$ cat config.mk
export PLATFORM = sky130hd
export DESIGN_NAME = seq_pattern_detector
export DESIGN_NICKNAME = d
export VERILOG_FILES = /design/src/rtl/seq_pattern_detector.sv
export SDC_FILE = /design/constraint.sdc
export NUM_CORES = 1
export LEC_CHECK = 0
export ABC_AREA = 1
export CAP_MARGIN = 10
export CORE_MARGIN = 2
export CORE_UTILIZATION = 50
export DETAILED_ROUTE_END_ITERATION = 8
export GPL_TIMING_DRIVEN = 0
export HOLD_SLACK_MARGIN = 0.15
export PLACE_DENSITY_LB_ADDON = 0.2
export SLEW_MARGIN = 20
export SYNTH_ARGS = -nofsm -noshare
export SYNTH_HDL_FRONTEND = slang
export SYNTH_SLANG_ARGS = --single-unit
$ cat constraint.sdc
create_clock -name clk -period 1.95 [get_ports clk]
set_clock_uncertainty 0.05 [all_clocks]
set_input_delay 0.2925 -clock clk [delete_from_list [all_inputs] [get_ports clk]]
set_output_delay 0.2925 -clock clk [all_outputs]
set_load 0.01 [all_outputs]
$ cat src/rtl/seq_pattern_detector.sv
// Serial bit-pattern detector: run-time loadable pattern, Mealy/Moore output
// timing, overlapping or restarting match search, saturating match counter.
module seq_pattern_detector #(
  parameter int unsigned          PATTERN_W    = 4,
  parameter logic [PATTERN_W-1:0] PATTERN_INIT = PATTERN_W'(4'b1101),
  parameter bit                   MEALY        = 1'b1,
  parameter bit                   OVERLAP      = 1'b1,
  parameter int unsigned          CNT_W        = 8
) (
  input  logic                 clk,
  input  logic                 reset,
  input  logic                 in_valid,
  input  logic                 in,
  input  logic                 pat_load,
  input  logic [PATTERN_W-1:0] pat_in,
  input  logic                 cnt_clr,
  output logic                 out,
  output logic [CNT_W-1:0]     match_cnt,
  output logic                 cnt_sat,
  output logic [PATTERN_W-1:0] pattern
);

  localparam int unsigned      FILL_W    = $clog2(PATTERN_W + 1);
  localparam logic [FILL_W-1:0] FILL_FULL = FILL_W'(PATTERN_W);
  localparam logic [FILL_W-1:0] FILL_HIT  = FILL_W'(PATTERN_W - 1);
  localparam logic [CNT_W-1:0]  CNT_MAX   = '1;
  localparam logic [CNT_W-1:0]  CNT_ONE   = CNT_W'(1);

  logic [PATTERN_W-1:0] hist;
  logic [PATTERN_W-1:0] cw;
  logic [FILL_W-1:0]    fill;
  logic                 accept;
  logic                 hit;
  logic                 out_reg;

  // Candidate window and hit decode; a load cycle never accepts its bit
  always_comb begin
    accept = in_valid & ~pat_load;
    cw     = {hist[PATTERN_W-2:0], in};
    hit    = accept && (fill >= FILL_HIT) && (cw == pattern);
  end

  // Pattern register, bit history and fill level
  always_ff @(posedge clk or negedge reset) begin
    if (!reset) begin
      pattern <= PATTERN_INIT;
      hist    <= '0;
      fill    <= '0;
    end else if (pat_load) begin
      pattern <= pat_in;
      hist    <= '0;
      fill    <= '0;
    end else if (accept) begin
      hist <= cw;
      if (hit && !OVERLAP) begin
        fill <= '0;
      end else if (fill != FILL_FULL) begin
        fill <= fill + FILL_W'(1);
      end
    end
  end

  // Registered hit for the delayed (Moore) output timing
  always_ff @(posedge clk or negedge reset) begin
    if (!reset) begin
      out_reg <= 1'b0;
    end else if (pat_load) begin
      out_reg <= 1'b0;
    end else begin
      out_reg <= hit;
    end
  end

  // Saturating match counter; a clear coinciding with a hit leaves one match
  always_ff @(posedge clk or negedge reset) begin
    if (!reset) begin
      match_cnt <= '0;
    end else if (cnt_clr) begin
      match_cnt <= hit ? CNT_ONE : '0;
    end else if (hit && !cnt_sat) begin
      match_cnt <= match_cnt + CNT_ONE;
    end
  end

  // Output selection; reset forces the match indication low immediately
  always_comb begin
    cnt_sat = (match_cnt == CNT_MAX);
    out     = MEALY ? (hit & reset) : out_reg;
  end

endmodule

After elaboration in Yosys (flattened, before gate mapping):

Index checks and enable logic that the tools add are counted.

* add/subtract/negate cells: 2
* order comparisons: 1
* eq/ne operators: 3
* muxes and demuxes: 8
* bitwise logic cells: 3
* reduce and logical (&&, ||, !) cells: 8

Operator list (number)
* $mux 8: 2
* $mux 3: 5
* $add 8x1->8 const B: 1
* $eq 8x8->1 const B: 1
* $reduce_bool 2->1: 3
* $eq 4x4->1: 1
* $add 3x1->3 const B: 1
* $ge 3x2->1 const B: 1
* $logic_and 1x1->1: 3
* $ne 3x3->1 const B: 1
* $and 1x1->1: 2
* $reduce_and 2->1: 1
* $logic_not 1->1: 1
* $mux 1: 1
* $not 1->1: 1

* flip-flop bits (word level): 18
* input port bits: 10
* output and inout port bits: 14
* word-level logic and storage cells: 29

Depth between registers and ports, before layout:

Gate-level depths: netlist of run 1.

* depth after elaboration: 7
* gate-level depth with buffers: 10
* gate-level depth less buffers: 10

Worst setup path before layout of run 1:

No wires, ideal clock.

* path type: reg-to-output
* start point: register fill[0]
* end point: output out
* data arrival time: 1121 ps
* data required time: 1607 ps
* setup slack: 487 ps
* cell stages (with the launch flop): 9
* buffers on the path: 0
* path through: dfrtp_1 -> ha_1 -> ha_1 -> nor2_1 -> nand2_1 -> nand2_1 -> inv_1 -> nand3_1 -> nor2_1

* word-level cells in the longest chain between the ends: 4

RTL lines
* from (decl): RTL line 31 `logic [FILL_W-1:0] fill;`
* from (signal assigned): RTL line 58 `fill <= fill + FILL_W'(1);`
* $ge 3x2->1: RTL line 40 `hit = accept && (fill >= FILL_HIT) && (cw == pattern);`
* $logic_and 1x1->1 (2 in series): RTL line 40
* $and 1x1->1: RTL line 88 `out = MEALY ? (hit & reset) : out_reg;`
* to (decl): RTL line 17 `output logic out,`

Every way passes these cells.

Worst setup path in the final report of run 1:

* start point: register fill[1]
* end point: output out

Same word-level chain as after synthesis.

==> impl_metrics.tcl, run 1 <==
set metrics [dict create \
    status "finished, final reports clean" \
    slew_violations 0 \
    die_y_um 51.5 \
    regToRegStartpoint "fill[1]" \
    grt_util_all_layers 0.200 \
    rows 17 \
    yosysWarnings 0 \
    arrival_ps 1550 \
    ys_types 23 \
    drive_gt1_frac 0.166 \
    finalCritPeriodShare 0.970 \
    start_util 0.519 \
    synth_xor_area_frac 0.0311 \
    chipWidth_um 51.5 \
    r2r_end "match_cnt[7]" \
    crit_type "register to output port" \
    r2r_cells 11 \
    nets 196 \
    firstDrtPassIters 4 \
    drc 0 \
    insertion_delay_ps 290 \
    die-area_um2 2650 \
    irDropWorstVdd_mv 0.350 \
    met3_usage 0.0351 \
    rrSetupSlack_ps 290 \
    powerDensity_nw_per_um2 514 \
    max_slew_margin 0.440 \
    dp_hpwl_um 1710 \
    grt_max_degree 20 \
    crit_slowest_cell "dfrtp_1" \
    maxCapViolCount 0 \
    viasPerCell 5.06 \
    num_antenna_cells 0 \
    cts_tree "yes" \
    cts_buffers 3 \
    ys_seq_area_frac 0.403 \
    core_um2 2170 \
    setup_ws_ps 58.4 \
    required_ps 1610 \
    synth_area_um2 1130 \
    synth_cells 149 \
    ant_nets 0 \
    setup.worst_path.end_class "output port" \
    grtUsageMet1 0.228 \
    cts_max_path_buffers 2 \
    synth-seq-cells 18 \
    finalHoldViolCount 0 \
    cpMostUsedCell "ha_2" \
    pre_cts_ws_ps -516 \
    cp_max_fo 2 \
    cpPeakStageDelay_ps 410 \
    crit_chain "ha_2 > ha_2 > nor2_2 > nand2_2 > nand2_1 > inv_1 > nand3_2 > nor2_1 > buf_2" \
    portBuffers 23 \
    place_congestion 0.892 \
    grt_pass1_wl_um 3920 \
    synth_top_family_by_area "simple AND/OR/NAND/NOR gates" \
    antenna_found_initial 0 \
    grt_pass1_vias 984 \
    path_clk_slew_ps 110 \
    overflow 0 \
    area_growth_pct 29.6 \
    vias 1058 \
    synth_nets 163 \
    synthAdderAreaFrac 0.0444 \
    avgSynthCellArea_um2 7.56 \
    wl_per_cell_um 11.2 \
    p_leak_nw 0.753 \
    wl_um 2340 \
    rsz0062_at_grt "true" \
    critPathLaunchType "register" \
    period_minus_slack_ps 1890 \
    fin_hold_ws_ps 148 \
    first_iter_violations 21 \
    root_buffer "clkbuf_4" \
    h-tree-depth 1 \
    yosys.area_share.simple 0.366 \
    ios 24 \
    gr-max-usage-layer "met2" \
    worstMarginPinSlew_ps 840 \
    muxShareOfSynthArea 0 \
    maxClockFrequency_ghz 0.529 \
    hold_class "input port to async pin" \
    setup_viol 0 \
    synth_compound_area_frac 0.0678 \
    gr-usage-met2 0.361 \
    cts.sinks 18 \
]
==> power breakdown <==
| part | leakage [nW] | internal [mW] | switching [mW] |
|---|---|---|---|
| registers | 0.236 | 0.394 | 0.0117 |
| clock network | 0.0150 | 0.0795 | 0.115 |
| logic | 0.502 | 0.0693 | 0.0810 |
==> stage by stage <==
stage	util	TNS [ps]	area (µm²)	std cells	power, mW
6_report	0.672	0	1460	209	0.750
5_1_grt	0.672	-28.4	1460	209	0.792
4_1_cts	0.662	-198	1440	207	0.754
3_5_place_dp	0.641	-516	1390	200	0.550
3_3_place_gp	0.641	-499	1390	200	0.545
2_1_floorplan	-	0	1130	149	0.486
==> timing repair <==
action                                  in CTS  in global routing
endpoints found under the setup margin       2                  2
pin swaps                                    0                  4
buffers inserted                             3                  2
hold buffers                                 0                  0
gates resized for setup                      3                 10
==> cells by family (layout without fill, tap and decap cells) <==
group | after synthesis | in the layout
adder cells (fa/ha/maj) | 4 | 4
AND/OR/NAND/NOR | 85 | 85
flip-flops | 18 | 18
buffers and inverters | 26 | 58
AO/OA/AOI/OAI | 12 | 12
XOR/XNOR | 4 | 4
==> layout make-up <==
cell class / count / area [µm²]
clock buffers: 4 / 26.3
flip-flops and latches: 18 / 454
multi-input cells: 105 / 588
fillers: 198 / 711
repair buffers: 28 / 256
inverters: 24 / 90.1
plain buffers: 2 / 8.76
well taps: 28 / 35.0
==> state kept, by name, indices dropped and copies added (netlist names) <==
signal,flops
match_cnt,8
pattern,4
fill,3
hist,3
==> cell usage after synthesis <==
library cell   n  area [µm²]
dfstp_2        3        78.8
nand4_4        1        21.3
a21oi_4        1        16.3
nor2_4         3        33.8
o21ai_0        6        30.0
dfrtp_1       15         375
nand2_1       47         176
ha_1           4        50.1
o21ai_1        1        5.00
clkbuf_1       1        3.75
o22ai_1        4        25.0
or2_2          1        6.26
nand3_1       15        75.1
xor2_1         4        35.0
inv_1         23        86.3
nand3_2        1        10.0
nand2_4        1        11.3
nand2_2        1        6.26
nor3_1         1        5.00
nand3_4        1        17.5
inv_2          1        3.75
buf_2          1        5.00
nor2_1        13        48.8
==> worst max path at each step <==
stage	depth (start not counted)	from	slack [ps]	end
after CTS	9	fill[0]	-200	out
after global routing	9	fill[1]	-30	out
after floorplan	8	fill[0]	490	out
after detailed placement	4	reset	-520	out
after global placement	4	reset	-500	out
final	9	fill[1]	60	out
==> critical path: cells and delay by family, from the launching register on <==
kind | cells | cell delay [ps]
adders and majority gates | 2 | 350
and+or+nand+nor | 5 | 330
buffers and inverters | 2 | 170
DFF | 1 | 410
==> per-layer routing <==
| metal | wire (µm) | part of all wire | up-vias |
|---|---|---|---|
| li1 | - | - | 527 |
| met1 | 1040 | 0.44 | 499 |
| met2 | 1180 | 0.51 | 28 |
| met3 | 87 | 0.037 | 4 |
| met4 | 27 | 0.012 | 0 |
| met5 | 0 | 0 | - |
==> cells in the final DEF, fill, tap and decap left out, types with 2 or more instances in the layout <==
| master | instances |
|---|---|
| nand2_1 | 46 |
| inv_1 | 23 |
| clkdlybuf4s50_1 | 20 |
| dfrtp_1 | 15 |
| nand3_1 | 14 |
| nor2_1 | 12 |
| o21ai_0 | 6 |
| buf_4 | 5 |
| o22ai_1 | 4 |
| xor2_1 | 4 |
| nor2_4 | 3 |
| clkbuf_4 | 3 |
| dfstp_2 | 3 |
| nand2_2 | 2 |
| nand3_2 | 2 |
| clkbuf_1 | 2 |
| buf_2 | 2 |
| ha_1 | 2 |
| ha_2 | 2 |
Note: power is estimated with default switching activity, not from simulation.
==> inputs of run 2 (changes only) <==
ABC_CLOCK_PERIOD_IN_PS = 1950   (was not set)
CORE_UTILIZATION = 45   (was 50)
==> run 2 against run 1 <==
Non-clock buffer count did not move; flip-flop and latch count did not move; maximum frequency barely moved; first-iteration DRC count rose by 19%; combinational power barely moved; critical path type unchanged; power rose by 6.3%; sequential power barely moved; count of clock-buffer cells in the layout did not move.
==> impl_metrics.tcl, run 2 (same netlist as run 1, synthesis figures left out) <==
set metrics [dict create \
    fillers 229 \
    cts_hold_buf 0 \
    root_buffer "clkbuf_4" \
    p_leak_nw 0.760 \
    crit_type "register to output port" \
    drc 0 \
    chipWidth_um 54.0 \
    rrSetupSlack_ps 210 \
    finalCritPeriodShare 0.970 \
    final_cell_mix "45 x nand2_1, 22 x inv_1, 20 x clkdlybuf4s50_1, 15 x dfrtp_1, 14 x nand3_1" \
    cts_max_path_buffers 2 \
    fin_util 0.612 \
    grt_util_all_layers 0.177 \
    irDropWorstVdd_mv 0.456 \
    finalHoldViolCount 0 \
    drive_gt1_frac 0.182 \
    overflow 0 \
    regArea_um2 454 \
    place_area_um2 1390 \
    setup_ws_ps 58.8 \
    regMostFlops "match_cnt" \
    required_ps 1610 \
    vias 1028 \
    cts.sinks 18 \
    arrival_ps 1550 \
    pre_cts_ws_ps -516 \
    grt_max_degree 20 \
    crit_slowest_cell "dfrtp_1" \
    maxClockFrequency_ghz 0.529 \
    setup_viol 0 \
    die-area_um2 2920 \
    final_common_cell "nand2_1" \
    max_slew_margin 0.432 \
    r2r_cells 12 \
    wl_per_cell_um 11.4 \
    dp_hpwl_um 1740 \
    path_clk_slew_ps 110 \
    wl_um 2400 \
    grt_pass1_vias 922 \
    num_antenna_cells 0 \
    cts_buffers 3 \
    final_area_um2 1490 \
    period_minus_slack_ps 1890 \
    rows 18 \
    slew_violations 0 \
    cp_max_fo 3 \
    multi_input_area_um2 606 \
    largest_register_ffs 8 \
    antenna_found_initial 0 \
    ios 24 \
    hold_class "input port to async pin" \
    viasPerCell 4.87 \
    portBuffers 23 \
    die_y_um 54.0 \
    maxCapViolCount 0 \
    r2r_end "match_cnt[0]" \
    worstMarginPinSlew_ps 851 \
    nets 196 \
    regToRegStartpoint "fill[1]" \
    ant_nets 0 \
    setup.worst_path.end_class "output port" \
    place_congestion 0.794 \
    p_total_mw 0.797 \
    cpPeakStageDelay_ps 420 \
    grt_pass1_wl_um 3770 \
    area_growth_pct 32.2 \
    powerDensity_nw_per_um2 535 \
    core_um2 2430 \
    start_util 0.463 \
    firstDrtPassIters 4 \
    rsz0062_at_grt "true" \
    cpMostUsedCell "nand2_2" \
    cts_tree "yes" \
    reg_top3 "match_cnt: 8 flops, pattern: 4 flops" \
    crit_chain "ha_2 > ha_4 > nor2_4 > nand2_2 > nand2_2 > inv_2 > nand3_2 > nor2_1 > buf_2" \
    critPathLaunchType "register" \
    first_iter_violations 25 \
    insertion_delay_ps 300 \
    h-tree-depth 1 \
    status "finished, final reports clean" \
]
-- run 2: stage by stage --
| stage | cells | TNS [ps] | hold slack [ps] |
|---|---|---|---|
| floorplan | 149 | 0 | -53.1 |
| global placement | 202 | -531 | 446 |
| detailed placement | 202 | -516 | 457 |
| CTS | 208 | -222 | 178 |
| global route | 211 | -62.9 | 225 |
| finish | 211 | 0 | 148 |
-- run 2: final cells by class --
cell class              instances  area share
multi-input cells             105       0.407
flip-flops and latches         18       0.305
plain buffers                   2     0.00588
clock buffers                   4      0.0244
well taps                      30      0.0252
repair buffers                 28       0.172
inverters                      24      0.0605
-- run 2: where the power goes --
part           switching (mW)  internal (mW)
sequential             0.0123          0.394
clock                   0.126          0.114
combinational          0.0828         0.0686
-- run 2: worst max-delay path by stage --
stage | from | endpoint | slack, ps
5_1_grt | fill[1] | out | -60
3_3_place_gp | reset | out | -530
6_report | fill[1] | out | 60
4_1_cts | fill[0] | out | -220
2_1_floorplan | fill[0] | out | 490
3_5_place_dp | reset | out | -520
-- run 2: routing by layer --
layer  global-route usage  up-vias  routed length (µm)
li1                     -      524                   -
met1                0.227      476                1110
met2                0.305       24                1150
met3               0.0278        4                 104
met4               0.0500        0                  27
met5                    0        -                   0
-- run 2: worst max-delay path: cells and delay by family (launching register included) --
| family | cells | cell delay (ps) |
|---|---|---|
| flip-flops | 1 | 420 |
| adder cells (fa/ha/maj) | 2 | 360 |
| AND/OR/NAND/NOR | 5 | 300 |
| buffers and inverters | 2 | 170 |
-- run 2: timing repair --
action,CTS,global route
endpoints found under the setup margin,2,2
pin swaps,0,6
hold endpoints to repair,0,0
gates resized for setup,3,14
setup buffers,2,3
==> RTL change 1: new RTL, flow settings as in run 2 <==
Change the parameter `PATTERN_W` from 4 to 8.
--- a/src/rtl/seq_pattern_detector.sv
+++ b/src/rtl/seq_pattern_detector.sv
@@ -1,7 +1,7 @@
 // Serial bit-pattern detector: run-time loadable pattern, Mealy/Moore output
 // timing, overlapping or restarting match search, saturating match counter.
 module seq_pattern_detector #(
-  parameter int unsigned          PATTERN_W    = 4,
+  parameter int unsigned          PATTERN_W    = 8,
   parameter logic [PATTERN_W-1:0] PATTERN_INIT = PATTERN_W'(4'b1101),
   parameter bit                   MEALY        = 1'b1,
   parameter bit                   OVERLAP      = 1'b1,
Ports: changed (resized pat_in and pattern); port bits go from 24 to 32. No check against the original RTL was run, so the function may have changed too.
==> RTL change 1 against run 2 <==
Non-clock buffer count increased by 18; highest routed layer unchanged; clock power increased by 2%; count of clock-buffer cells in the layout unchanged; via count increased by 31%; power increased by 50%; sequential cell count increased by 9; routed wire length increased by 41%; synthesized area increased by 28%; first-iteration DRC count increased by 84%; worst setup slack got worse by 0.040 ns; cell area increased by 32%; hold slack improved by 0.15 ns.
==> RTL change 1: results (changes against run 2) <==
Power
  – Internal power: 0.841 mW (+46%)
  – Pleak: 0.930 nW (+22%)

Global routing
  – All-Layer GR Usage: 19.5% (+1.8 points)
  – Met2 Usage GRT: 35.5% (+5.0 points)
  – Met3 Usage GRT: 1.92% (-0.86 points)
  – Largest net degree at the start of global routing: 25 (+25%)

Outcome
  – Status: finished clean

Setup path
  – Crit-path max FO: 2 (-1)
  – Cell at the slowest stage of the critical path: dfstp_2
  – R2r startpoint: match_cnt[0]$_DFFE_PN0P_
  – CP startpoint: pattern[0]$_DFFE_PN1P_
  – Arrival time at the worst endpoint: 1.59 ns (+0.04 ns)
  – Largest delay share family, worst path: simple AND/OR/NAND/NOR gates
  – R2r endpoint: match_cnt[2]$_DFFE_PN0P_
  – FF-to-FF setup slack: 0.29 ns (+0.08 ns)
  – R2R depth: 11 (-1)

Min path
  – Hold Crit Class: primary input to flip-flop

Yosys
  – Syn Inst Count: 181 (+21%)
  – Adder-cell share of the synthesized area: 2.60% (-1.8 points)
  – Compound-cell area share of the yosys netlist: 9.10% (+2.3 points)
  – Synth Area in XOR/XNOR: 3.03% (-0.078 points)
  – Synth area leaders: dfrtp_1, nand2_1, inv_1, dfstp_2, nand3_1

Place
  – Global placement routability congestion: 0.826 (+4.0%)
  – I/O Buffers: 30 (+30%)
  – Post-Place Setup Slack: -0.532 ns (-0.0160 ns)
  – Placed cells: 255 (+26%)

Clocking
  – Clock transition at path regs: 0.14 ns (+0.03 ns)
  – Insertion delay to the later sink of the worst-skew pair: 0.32 ns (+0.02 ns)

Drt
  – 1st-iter DRT viols: 46 (+84%)
  – M1 WL: 1.47 mm (+32%)
  – Met2 wire length: 1.77 mm (+53%)
  – Vias per std cell: 4.90 (+0.54%)
  – Met3 wire length: 132 um (+27%)

Timing
  – Worst Tran Pin Value: 0.424 ns (-0.428 ns)
  – Hold WS: 0.299 ns (+0.152 ns)
  – Fmax: 0.518 GHz (-2.1%)

Final layout
  – Design Area, Final: 1970 sq um (+32%)
  – Largest regs: match_cnt (8), pattern (8), hist (7)
RTL change 1: what timing repair did:
item / 4_1_cts / 5_1_grt
hold endpoints to repair: 24 / 0
pin swaps: 4 / 8
buffers inserted: 9 / 5
gates resized for setup: 11 / 5
hold buffers: 2 / 0
setup endpoints to repair: 2 / 2
RTL change 1: layout make-up:
| cell class | instances | area share, % |
|---|---|---|
| sequential | 27 | 34.5 |
| buffer | 2 | 0.444 |
| multi-input combinational | 124 | 34.0 |
| timing repair buffer | 46 | 21.6 |
| inverter | 28 | 5.33 |
| clock buffer | 4 | 1.33 |
| tap | 44 | 2.79 |
RTL change 1: power groups by stage:
stage	registers, mW	logic (mW)	clock network, mW
3_5_place_dp	0.663	0.245	0
3_3_place_gp	0.660	0.232	0
4_1_cts	0.642	0.301	0.257
2_1_floorplan	0.666	0.120	0
6_report	0.642	0.306	0.244
5_1_grt	0.648	0.340	0.276
==> RTL change 2: new RTL, flow settings as in run 2 <==
Without the edit above. Reset style: synchronous (`reset`), changed in 3 clocked blocks.
--- a/src/rtl/seq_pattern_detector.sv
+++ b/src/rtl/seq_pattern_detector.sv
@@ -41,7 +41,7 @@
   end
 
   // Pattern register, bit history and fill level
-  always_ff @(posedge clk or negedge reset) begin
+  always_ff @(posedge clk) begin
     if (!reset) begin
       pattern <= PATTERN_INIT;
       hist    <= '0;
@@ -61,7 +61,7 @@
   end
 
   // Registered hit for the delayed (Moore) output timing
-  always_ff @(posedge clk or negedge reset) begin
+  always_ff @(posedge clk) begin
     if (!reset) begin
       out_reg <= 1'b0;
     end else if (pat_load) begin
@@ -72,7 +72,7 @@
   end
 
   // Saturating match counter; a clear coinciding with a hit leaves one match
-  always_ff @(posedge clk or negedge reset) begin
+  always_ff @(posedge clk) begin
     if (!reset) begin
       match_cnt <= '0;
     end else if (cnt_clr) begin
Check against the original RTL: differs if reset is asserted again (counterexample within 4 cycles, from zero or initial values and one cycle with reset low); with reset held inactive, the same outputs for 10 cycles.
==> RTL change 2 against run 2 <==
Power is 7.9% lower; critical path depth unchanged; utilization is 3.8 points higher; final cell count down 0.47%; register-to-register slack gained 0.16 ns; clock power is 2% lower; worst setup slack got worse by 0.010 ns; synthesized area decreased by 11%; combinational power is 27% lower; cell area fell by 5.2%; global-route usage grew 1.8 points; routed wire length shrank 8.8%; sequential cell count stayed put.
==> RTL change 2: results (changes against run 2) <==
Outcome
  – Status: finished clean

Place
  – Post-Place Setup Slack: -0.542 ns (-0.0261 ns)
  – HPWL after detailed placement: 1.70 mm (-2.1%)
  – Global placement routability congestion: 0.844 (+6.3%)
  – Placed cells: 200 (-0.99%)

Global routing
  – All-Layer GR Usage: 19.5% (+1.8 points)
  – Met1 GRT Util: 25.4% (+2.7 points)
  – Met2 Usage GRT: 33.8% (+3.3 points)
  – Largest net degree at the start of global routing: 11 (-45%)
  – Vias in the first global route: 984 (+6.7%)

Drt
  – First-pass iteration count of the detailed router: 5 (+1)
  – Routed vias: 996 (-3.1%)
  – M1 WL: 1.06 mm (-4.4%)
  – Met2 wire length: 1.05 mm (-8.9%)
  – Met3 wire length: 58 um (-44%)
  – WL/cell: 10.4 um (-8.4%)
  – 1st-iter DRT viols: 9 (-64%)

Timing
  – Hold WS: 0.309 ns (+0.161 ns)
  – Worst Tran Pin Value: 0.396 ns (-0.456 ns)

Power
  – Pleak: 0.633 nW (-17%)
  – Clock group total power: 0.235 mW (-2%)
  – Peak supply drop: 0.368 mV (-19%)
  – Comb power frac: 15.0% (-4.0 points)
  – Clk pwr share: 32.0% (+1.9 points)
  – Switching power: 0.191 mW (-14%)

Yosys
  – Synth area leaders: dfxtp_1, nand2_1, inv_1, nor2_1, ha_1
  – Yosys cell types: 19 (-17%)
  – Post-synth top cells: nand2_1, inv_1, nor2_1
  – Seq/Total Area, Yosys: 35.8% (-4.5 points)

Setup path
  – Cell at the slowest stage of the critical path: dfxtp_2
  – Max incr delay on CP: 0.37 ns (-0.05 ns)
  – Largest delay share family, worst path: simple AND/OR/NAND/NOR gates
  – R2r startpoint: fill[0]$_SDFFE_PP0P_

Final layout
  – Non-filler cells, final: 210 (-0.47%)
  – Layout cells sized above 1: 17.6% (-0.65 points)

Min path
  – Hold Crit Class: primary input to flip-flop

Clocking
  – Resized Gates After CTS: 11 (+8)
[RTL change 2: cells by family after synthesis]
| logic type | share of synthesized area, % |
|---|---|
| xor+xnor | 0.871 |
| flops | 35.8 |
| simple gates | 35.8 |
| compound gates | 12.1 |
| buf+inv | 10.4 |
| fa+ha+maj | 4.98 |
[RTL change 2: worst max path at each step]
stage                                     from   to  slack [ns]  cells after the start
after floorplan           fill[0]$_SDFFE_PP0P_  out        0.39                      8
after global placement                pat_load  out       -0.54                      7
after detailed placement              pat_load  out       -0.54                      7
after CTS                 fill[0]$_SDFFE_PP0P_  out       -0.20                      9
after global routing      fill[1]$_SDFFE_PP0P_  out       -0.06                      9
final                     fill[0]$_SDFFE_PP0P_  out        0.05                      9
[RTL change 2: cell type report]
type / instances / area (sq um)
fill: 216 / 758
multi-input combinational: 103 / 593
sequential: 18 / 368
timing repair buffer: 29 / 274
inverter: 28 / 105
clock buffer: 4 / 36.3
tap: 28 / 35.0
